File: src/rtl/pipe_pkg.sv
// Shared types and defaults for the elastic pipeline stage register.
// Optional skid entry is enabled by defining PIPE_STAGE_SKID_EN.
package pipe_pkg;

    localparam int PIPE_DEF_WIDTH  = 32;
    localparam int PIPE_DEF_FIELDS = 2;

    typedef logic [PIPE_DEF_WIDTH-1:0] word_t;

    // FULL_SKID is only reachable when the skid entry is built in.
    typedef enum logic [1:0] {
        EMPTY     = 2'd0,
        FULL      = 2'd1,
        FULL_SKID = 2'd2
    } pipe_state_e;

endpackage

File: src/rtl/pipe_skid_slot.sv
// Single data+valid holding entry with load and clear; clear wins over load.
// Instantiated by pipe_stage_reg only when PIPE_STAGE_SKID_EN is defined.
module pipe_skid_slot
    import pipe_pkg::*;
#(
    parameter int W = 2 * PIPE_DEF_WIDTH
) (
    input  logic         clk,
    input  logic         rst_n,
    input  logic         load,
    input  logic         clear,
    input  logic [W-1:0] d,
    output logic         valid,
    output logic [W-1:0] q
);

    always_ff @(posedge clk or negedge rst_n) begin
        if (!rst_n) begin
            valid <= 1'b0;
            q     <= '0;
        end else if (clear) begin
            valid <= 1'b0;
        end else if (load) begin
            valid <= 1'b1;
            q     <= d;
        end
    end

endmodule

File: src/rtl/pipe_stage_reg.sv
// Elastic pipeline register with stall back-pressure and synchronous flush.
// Define PIPE_STAGE_SKID_EN to add a skid entry that registers in_ready.
module pipe_stage_reg
    import pipe_pkg::*;
#(
    parameter int DATA_WIDTH = PIPE_DEF_WIDTH,
    parameter int NUM_FIELDS = PIPE_DEF_FIELDS
) (
    input  logic                             clk,
    input  logic                             rst_n,
    input  logic                             flush_i,
    input  logic                             in_valid,
    output logic                             in_ready,
    input  logic [NUM_FIELDS*DATA_WIDTH-1:0] in_data,
    output logic                             out_valid,
    input  logic                             out_ready,
    output logic [NUM_FIELDS*DATA_WIDTH-1:0] out_data
);

    localparam int W = NUM_FIELDS * DATA_WIDTH;

    pipe_state_e  state_q;
    logic [W-1:0] data_q;
    logic         in_xfer;
    logic         out_xfer;

    // Handshake: a side transfers on a rising edge where its valid and ready
    // are both high; valid never waits for ready, and held output data stays
    // stable until accepted.
    assign out_valid = (state_q != EMPTY);
    assign out_data  = data_q;
    assign in_xfer   = in_valid && in_ready;
    assign out_xfer  = out_valid && out_ready;

`ifdef PIPE_STAGE_SKID_EN
    logic         skid_load;
    logic         skid_clear;
    logic         skid_valid;
    logic [W-1:0] skid_data;

    // Ready depends only on registered state, cutting the out_ready->in_ready path.
    assign in_ready   = !skid_valid;
    assign skid_load  = !flush_i && (state_q == FULL) && in_xfer && !out_xfer;
    assign skid_clear = flush_i || ((state_q == FULL_SKID) && out_xfer);

    pipe_skid_slot #(.W(W)) u_skid (
        .clk   (clk),
        .rst_n (rst_n),
        .load  (skid_load),
        .clear (skid_clear),
        .d     (in_data),
        .valid (skid_valid),
        .q     (skid_data)
    );
`else
    assign in_ready = !out_valid || out_ready;
`endif

    always_ff @(posedge clk or negedge rst_n) begin
        if (!rst_n) begin
            state_q <= EMPTY;
            data_q  <= '0;
        end else if (flush_i) begin
            state_q <= EMPTY;
        end else begin
            case (state_q)
                EMPTY: begin
                    if (in_xfer) begin
                        state_q <= FULL;
                        data_q  <= in_data;
                    end
                end
                FULL: begin
                    if (out_xfer) begin
                        if (in_xfer) data_q <= in_data;
                        else         state_q <= EMPTY;
                    end else if (in_xfer) begin
                        state_q <= FULL_SKID;
                    end
                end
`ifdef PIPE_STAGE_SKID_EN
                FULL_SKID: begin
                    if (out_xfer) begin
                        state_q <= FULL;
                        data_q  <= skid_data;
                    end
                end
`endif
                default: state_q <= EMPTY;
            endcase
        end
    end

endmodule

File: config.mk
export PLATFORM = sky130hd
export DESIGN_NAME = pipe_stage_reg
export DESIGN_NICKNAME = d
export VERILOG_FILES = /design/src/rtl/pipe_pkg.sv /design/src/rtl/pipe_skid_slot.sv /design/src/rtl/pipe_stage_reg.sv
export SDC_FILE = /design/constraint.sdc
export NUM_CORES = 1
export LEC_CHECK = 0
export ABC_AREA = 1
export CELL_PAD_IN_SITES_DETAIL_PLACEMENT = 0
export CELL_PAD_IN_SITES_GLOBAL_PLACEMENT = 1
export CORE_MARGIN = 2
export CORE_UTILIZATION = 31
export CTS_CLUSTER_SIZE = 30
export DETAILED_ROUTE_END_ITERATION = 7
export PLACE_DENSITY_LB_ADDON = 0.05
export SKIP_LAST_GASP = 1
export SLEW_MARGIN = 40
export SYNTH_ARGS = -nofsm -noshare
export SYNTH_HDL_FRONTEND = slang
export SYNTH_SLANG_ARGS = --single-unit
File: constraint.sdc
create_clock -name clk -period 1.7 [get_ports clk]
set_input_delay 0.425 -clock clk [delete_from_list [all_inputs] [get_ports clk]]
set_output_delay 0.425 -clock clk [all_outputs]
set_load 0.01 [all_outputs]
==> summary.txt, run 1 <==
status: completed
critical path's top delay family: buffers and inverters
# diodes: 0
Synth warnings: 0
path type of the worst min-delay path: reg2reg
Commonest cells post-synth: nand2_1 (129), dfrtp_1 (66), nand3_2 (50), nand3_1 (14), buf_2 (8)
largest net degree at the start of global routing: 29
final setup fails: 0
area of the core: 9330 µm²
crit path buf inv count: 1
ANT nets after route: 0
full die area: 10,500 µm²
Final #Nets: 514
post-synthesis cell area: 3010 µm²
Inserted Clock Buffers: 9
P_leak: 0.00267 µW
Chip Width: 103 µm
Pre-Repair DR Iteration Count: 4
Clock Latency Late Sink: 0.33 ns
final wirelength: 7880 µm
critical path data required time: 1.27 ns
Num Clock Sinks: 66
largest cells by area after synthesis: dfrtp_1 (55%), nand3_2 (17%), nand2_1 (16%)
register area share after synthesis: 54.8%
number of DRC markers in iteration 0: 90
# IOs: 135
fillers: 914
pwr dens: 914 nW/µm²
final hold slack: 0.465 ns
Finished Core Util: 53.1%
Setup Crit Path Kind: reg2out
TritonCTS clock tree: done
wire length per cell: 13.6 µm
overall via count from detail_route: 2,478
cell accounting for the most synthesized area: dfrtp_1
Synth async-reset ratio: 100%
CP max-delay cell: clkdlybuf4s50_1
crit path DAT: 1.23 ns
layout cell share with drive strength beyond 1: 21.6%
cells after synthesis: 294
H-tree depth: 3
Tot GR Track Use: 15.8%
Root Buffer: clkbuf_8
detailed placement HPWL: 5740 µm
first-pass GRT wire length: 12,700 µm
startpoint class of the critical path: register
Crit. End Element: output port
Worst Skew: 0.00705 ns
Setup WS pre-CTS: -0.284 ns
Final Worst Setup Slack: 0.0429 ns
DR DRC count: 0
Final Hold Violating Endpoints: 0
Die Y: 103 µm
CP max stage delay: 0.55 ns
number of enable flip-flop cells after synthesis: 0
Pins Over Slew Limit: 0
site row count: 35
#FFs+latches synth: 66
setup_tns: 0 ns
Max Cap Viol: 0
vias per inst: 4.29
Synth Net Count: 363
input/output buffers: 134
Yosys top cell area share: 54.8%
RSZ-0062 raised after global routing: no
sequence of cells on the critical path: clkdlybuf4s50_1
CTS max path bufs: 2
Pwr Total: 4530 µW
Initial Utilization: 32.3%
Tmin final: 1.66 ns
Fmax: 603 MHz
Unique masters post-synth: 17
Mapped Avg Cell Area: 10.2 µm²
gp weighted congestion: 0.705
worst vdd ir: 358 µV
total gr overflow: 0
area growth from synthesis to layout: 64.4%
clock slew at reported path FFs: 0.07 ns
fin crit share: 97.5%
vias in the first global route: 2,499
Max FO, Critical Path: 2
initial antenna violation count: 0
most common flop cell mapped by yosys: dfrtp_1
most common cell in the netlist: nand2_1
placed cells by master (no fill, tap or decap), types with 2 or more instances in the layout:
cell type / Yosys / routed
buf_4: 2 / 10
nand3_2: 50 / 50
inv_2: 2 / 2
nand3_1: 14 / 14
inv_1: 5 / 5
clkinv_2: 0 / 3
buf_12: 6 / 15
clkbuf_8: 0 / 11
dfrtp_1: 66 / 66
nand2_1: 129 / 129
nor2_4: 1 / 3
dlymetal6s2s_1: 0 / 34
dlygate4sd2_1: 0 / 3
clkdlybuf4s50_1: 0 / 95
worst paths after layout:
| check | from | endpoint | slack [ns] | cells after the start |
|---|---|---|---|---|
| hold reg to reg | out_data[6] | out_data[6] | 0.47 | 2 |
| setup / recovery | out_data[40] | out_data[40] | 0.04 | 1 |
| setup reg to reg | state_q[1] | state_q[0] | 0.29 | 7 |
| max in group asynchronous | rst_n | out_data[46] | 0.69 | 3 |
| hold / removal | out_data[6] | out_data[6] | 0.47 | 2 |
| min in group asynchronous | rst_n | out_data[8] | 0.53 | 2 |
report_power, final:
group | internal, µW | switching (µW) | leakage, µW
Clock | 594 | 563 | 0.0000920
Combinational | 781 | 592 | 0.00175
Sequential | 1850 | 144 | 0.000826
Total | 3230 | 1300 | 0.00267
state kept, by name, indices dropped and copies added (netlist names):
| register | flops |
|---|---|
| out_data | 64 |
| state_q | 2 |
metal layers:
metal  part of all wire (%)  vias up  global-route usage [%]
li1                       -     1239                       -
met1                     44     1149                    20.5
met2                     47       82                    24.8
met3                    7.6        8                    5.22
met4                    1.1        0                    5.54
met5                      0        -                       0
through the flow:
step,instances,instance area [µm²]
after floorplan,294,3010
after global placement,561,4680
after detailed placement,561,4680
after CTS,578,4860
after global routing,578,4950
final,578,4950
timing repair:
item                                   CTS  global route
pin swaps                                0             1
buffers inserted                         1             0
endpoints found under the hold margin    8             0
hold buffers                             1             0
setup endpoints to repair                3            35
gates resized for setup                  5            35
gates cloned                             0             0
area by class of cell:
cell class / instances / area [µm²] / share of cell area [%]
Sequential cell: 66 / 1650 / 33.4
Clock inverter: 3 / 15.0 / 0.303
Inverter: 7 / 26.3 / 0.531
Clock buffer: 12 / 155 / 3.13
Tap cell: 129 / 161 / 3.26
Multi-Input combinational cell: 201 / 1140 / 23.0
Timing Repair Buffer: 160 / 1800 / 36.4
cells by family after synthesis:
logic type	synth area share, %
buffers and inverters	7.69
AO/OA/AOI/OAI	0.291
flip-flops	54.8
other	0.125
AND/OR/NAND/NOR	37.1
Note: power is estimated with default switching activity, not from simulation.
==> run 2, diff against run 1 <==
Settings changed: RECOVER_POWER set to 100, SYNTH_HIERARCHICAL set to 1.
==> run 2 against run 1 <==
Net effect: cell area decreased by 4.5%; fmax barely moved; critical endpoint unchanged; combinational power shrank 6%; register-to-register slack lost 0.10 ns; highest routed layer unchanged.
==> summary.txt, run 2 <==
most common flop cell mapped by yosys: dfrtp_1
input/output buffers: 134 (unchanged)
Num Clock Sinks: 66 (unchanged)
cells after synthesis: 294 (unchanged)
area of the core: 9330 µm² (unchanged)
Mapped Avg Cell Area: 10.2 µm² (unchanged)
number of enable flip-flop cells after synthesis: 0 (unchanged)
Clock Latency Late Sink: 0.33 ns (about the same)
CP max stage delay: 0.55 ns (about the same)
fin crit share: 97.5% (about the same)
first-pass GRT wire length: 12,700 µm (unchanged)
area growth from synthesis to layout: 56.9%
placed cell count: 561 (unchanged)
ANT nets after route: 0 (unchanged)
most common cell after layout, fill and taps aside: nand2_1
sequence of cells on the critical path: clkdlybuf4s50_1
crit path DAT: 1.23 ns (about the same)
Comb power frac: 29.0% (-1.3 points)
pwr dens: 943 nW/µm² (+3.1%)
Fmax: 603 MHz (about the same)
Pins Over Slew Limit: 0 (unchanged)
most common cell in the netlist: nand2_1
switch share: 29.2% (+0.53 points)
register area share after synthesis: 54.8% (unchanged)
path type of the worst min-delay path: reg2reg
Root Buffer: clkbuf_8
Hold EP: out_data[5]
P_leak: 0.00218 µW (-19%)
Max FO, Critical Path: 2 (unchanged)
switching power: 1300 µW (+0.28%)
Worst Skew: 0.00699 ns (-0.0000644 ns)
fillers: 955 (+4.5%)
Synth Net Count: 363 (unchanged)
Chip Width: 103 µm (unchanged)
gp weighted congestion: 0.705 (unchanged)
final wirelength: 7900 µm (+0.15%)
Max Cap Viol: 0 (unchanged)
Slew HR: 47.3%
Tmin final: 1.66 ns (+0.0000941 ns)
overall via count from detail_route: 2,472 (-0.24%)
CP max-delay cell: clkdlybuf4s50_1
wire length per cell: 13.7 µm (+0.15%)
#FFs+latches synth: 66 (unchanged)
# diodes: 0 (unchanged)
Setup Crit Path Kind: reg2out
# IOs: 135 (unchanged)
Die Y: 103 µm (unchanged)
DR DRC count: 0 (unchanged)
vias in the first global route: 2,499 (unchanged)
critical path's top delay family: buffers and inverters
Unique masters post-synth: 17 (unchanged)
Crit. End Element: output port
critical path data required time: 1.27 ns (about the same)
worst flop-to-flop path endpoint: out_data[27]
largest net degree at the start of global routing: 29 (unchanged)
P_int: 3150 µW (-2.3%)
initial antenna violation count: 0 (unchanged)
most frequent cells in the layout: nand2_1 (130), clkdlybuf4s50_1 (95), dfrtp_1 (66), nand3_2 (49), clkdlybuf4s25_1 (22)
Synth async-reset ratio: 100% (unchanged)
Initial Utilization: 32.3% (unchanged)
number of DRC markers in iteration 0: 77 (-14%)
largest cells by area after synthesis: dfrtp_1 (55%), nand3_2 (17%), nand2_1 (16%)
Final #Nets: 514 (unchanged)
TritonCTS clock tree: done
CTS max path bufs: 2 (unchanged)
Pre-Repair DR Iteration Count: 5 (+1)
crit path buf inv count: 1 (unchanged)
Finished Layout Cells: 578 (unchanged)
cell accounting for the most synthesized area: dfrtp_1
worst vdd ir: 383 µV (+7.1%)
hold path start: out_data[5]
Finished Core Util: 50.7% (-2.4 points)
site row count: 35 (unchanged)
total gr overflow: 0 (unchanged)
reg2reg start: state_q[1]
status: completed
vias per inst: 4.28 (-0.24%)
Synth warnings: 6 (+6)
final hold slack: 0.468 ns (+0.00319 ns)
H-tree depth: 3 (unchanged)
post-synthesis cell area: 3010 µm² (unchanged)
startpoint class of the critical path: register
clock share of power: 26.0% (+0.4 points)
full die area: 10,500 µm² (unchanged)
layout cell share with drive strength beyond 1: 20.5% (-1.1 points)
clock slew at reported path FFs: 0.07 ns (about the same)
Largest register FFs: 64 (unchanged)
Yosys top cell area share: 54.8% (unchanged)
Tot GR Track Use: 15.8% (unchanged)
final setup fails: 0 (unchanged)
Commonest cells post-synth: nand2_1 (129), dfrtp_1 (66), nand3_2 (50), nand3_1 (14), buf_2 (8)
Final Hold Violating Endpoints: 0 (unchanged)
worst r2r path cells: 8 (+1)
Worst Max-Slew Pin Slew: 0.791 ns
WHS Path Cells: 2 (unchanged)
detailed placement HPWL: 5740 µm (unchanged)
Inserted Clock Buffers: 9 (unchanged)
worst reg2reg setup slack: 0.19 ns (-0.10 ns)
RSZ-0062 raised after global routing: no
Seq pwr share: 44.9% (+0.8 points)
run 2: cell counts after synthesis:
Identical to the previous run, type by type.
run 2: per-stage QoR:
step / cell area [µm²] / total power (µW) / setup WS (ns) / TNS [ns]
after CTS: 4860 / 4660 / 0.00377 / 0
after detailed placement: 4680 / 3460 / -0.284 / -5.52
after floorplan: 3010 / 2530 / 0.524 / 0
final: 4730 / 4460 / 0.0428 / 0
after global placement: 4680 / 3450 / -0.285 / -4.93
after global routing: 4730 / 4760 / 0.000143 / 0
run 2: power by group through the flow:
stage | combinational [µW] | clock [µW] | sequential (µW)
finish | 1290 | 1160 | 2000
floorplan | 374 | 0 | 2160
global route | 1430 | 1300 | 2040
CTS | 1440 | 1220 | 2000
global placement | 1430 | 0 | 2020
detailed placement | 1440 | 0 | 2030
run 2: area by class of cell:
| type | count | area [µm²] | area share [%] |
|---|---|---|---|
| clock buffer | 12 | 155 | 3.28 |
| clock inverter | 3 | 15.0 | 0.318 |
| inverter | 7 | 26.3 | 0.556 |
| multi-input combinational | 201 | 1120 | 23.7 |
| sequential | 66 | 1650 | 34.9 |
| tap | 129 | 161 | 3.42 |
| timing repair buffer | 160 | 1600 | 33.8 |
run 2: how the worst max path moves through the flow:
stage	from	to	cells past startpoint	slack (ns)
floorplan	state_q[0]	out_data[0]	7	0.52
global placement	out_ready	in_ready	4	-0.29
detailed placement	out_ready	in_ready	4	-0.28
CTS	out_data[38]	out_data[38]	1	0.004
global route	out_data[4]	out_data[4]	1	0.0001
finish	out_data[40]	out_data[40]	1	0.04
run 2: cells by family after synthesis:
family / synth area share [%]
simple gates: 37.1
flops: 54.8
compound gates: 0.291
buf+inv: 7.69
other cells: 0.125
run 2: metal layers:
layer  global-route usage [%]  wire length, µm
met4                     5.54               87
met1                     20.5             3480
met2                     24.8             3720
met5                        0                0
met3                     5.22              612
run 2: timing repair:
item	CTS	global route
pin swaps	0	1
endpoints found under the setup margin	3	35
hold buffers	1	0
endpoints found under the hold margin	8	0
setup buffers	1	0
resized for setup	5	35
==> run 3, diff against run 2 <==
Settings changed: SYNTH_HIERARCHICAL 1 to unset.
==> results of run 3 <==
No change in the layout: final DEF, timing and power equal those of run 2.
Main changes from that run: Yosys warning count 6 -> 0
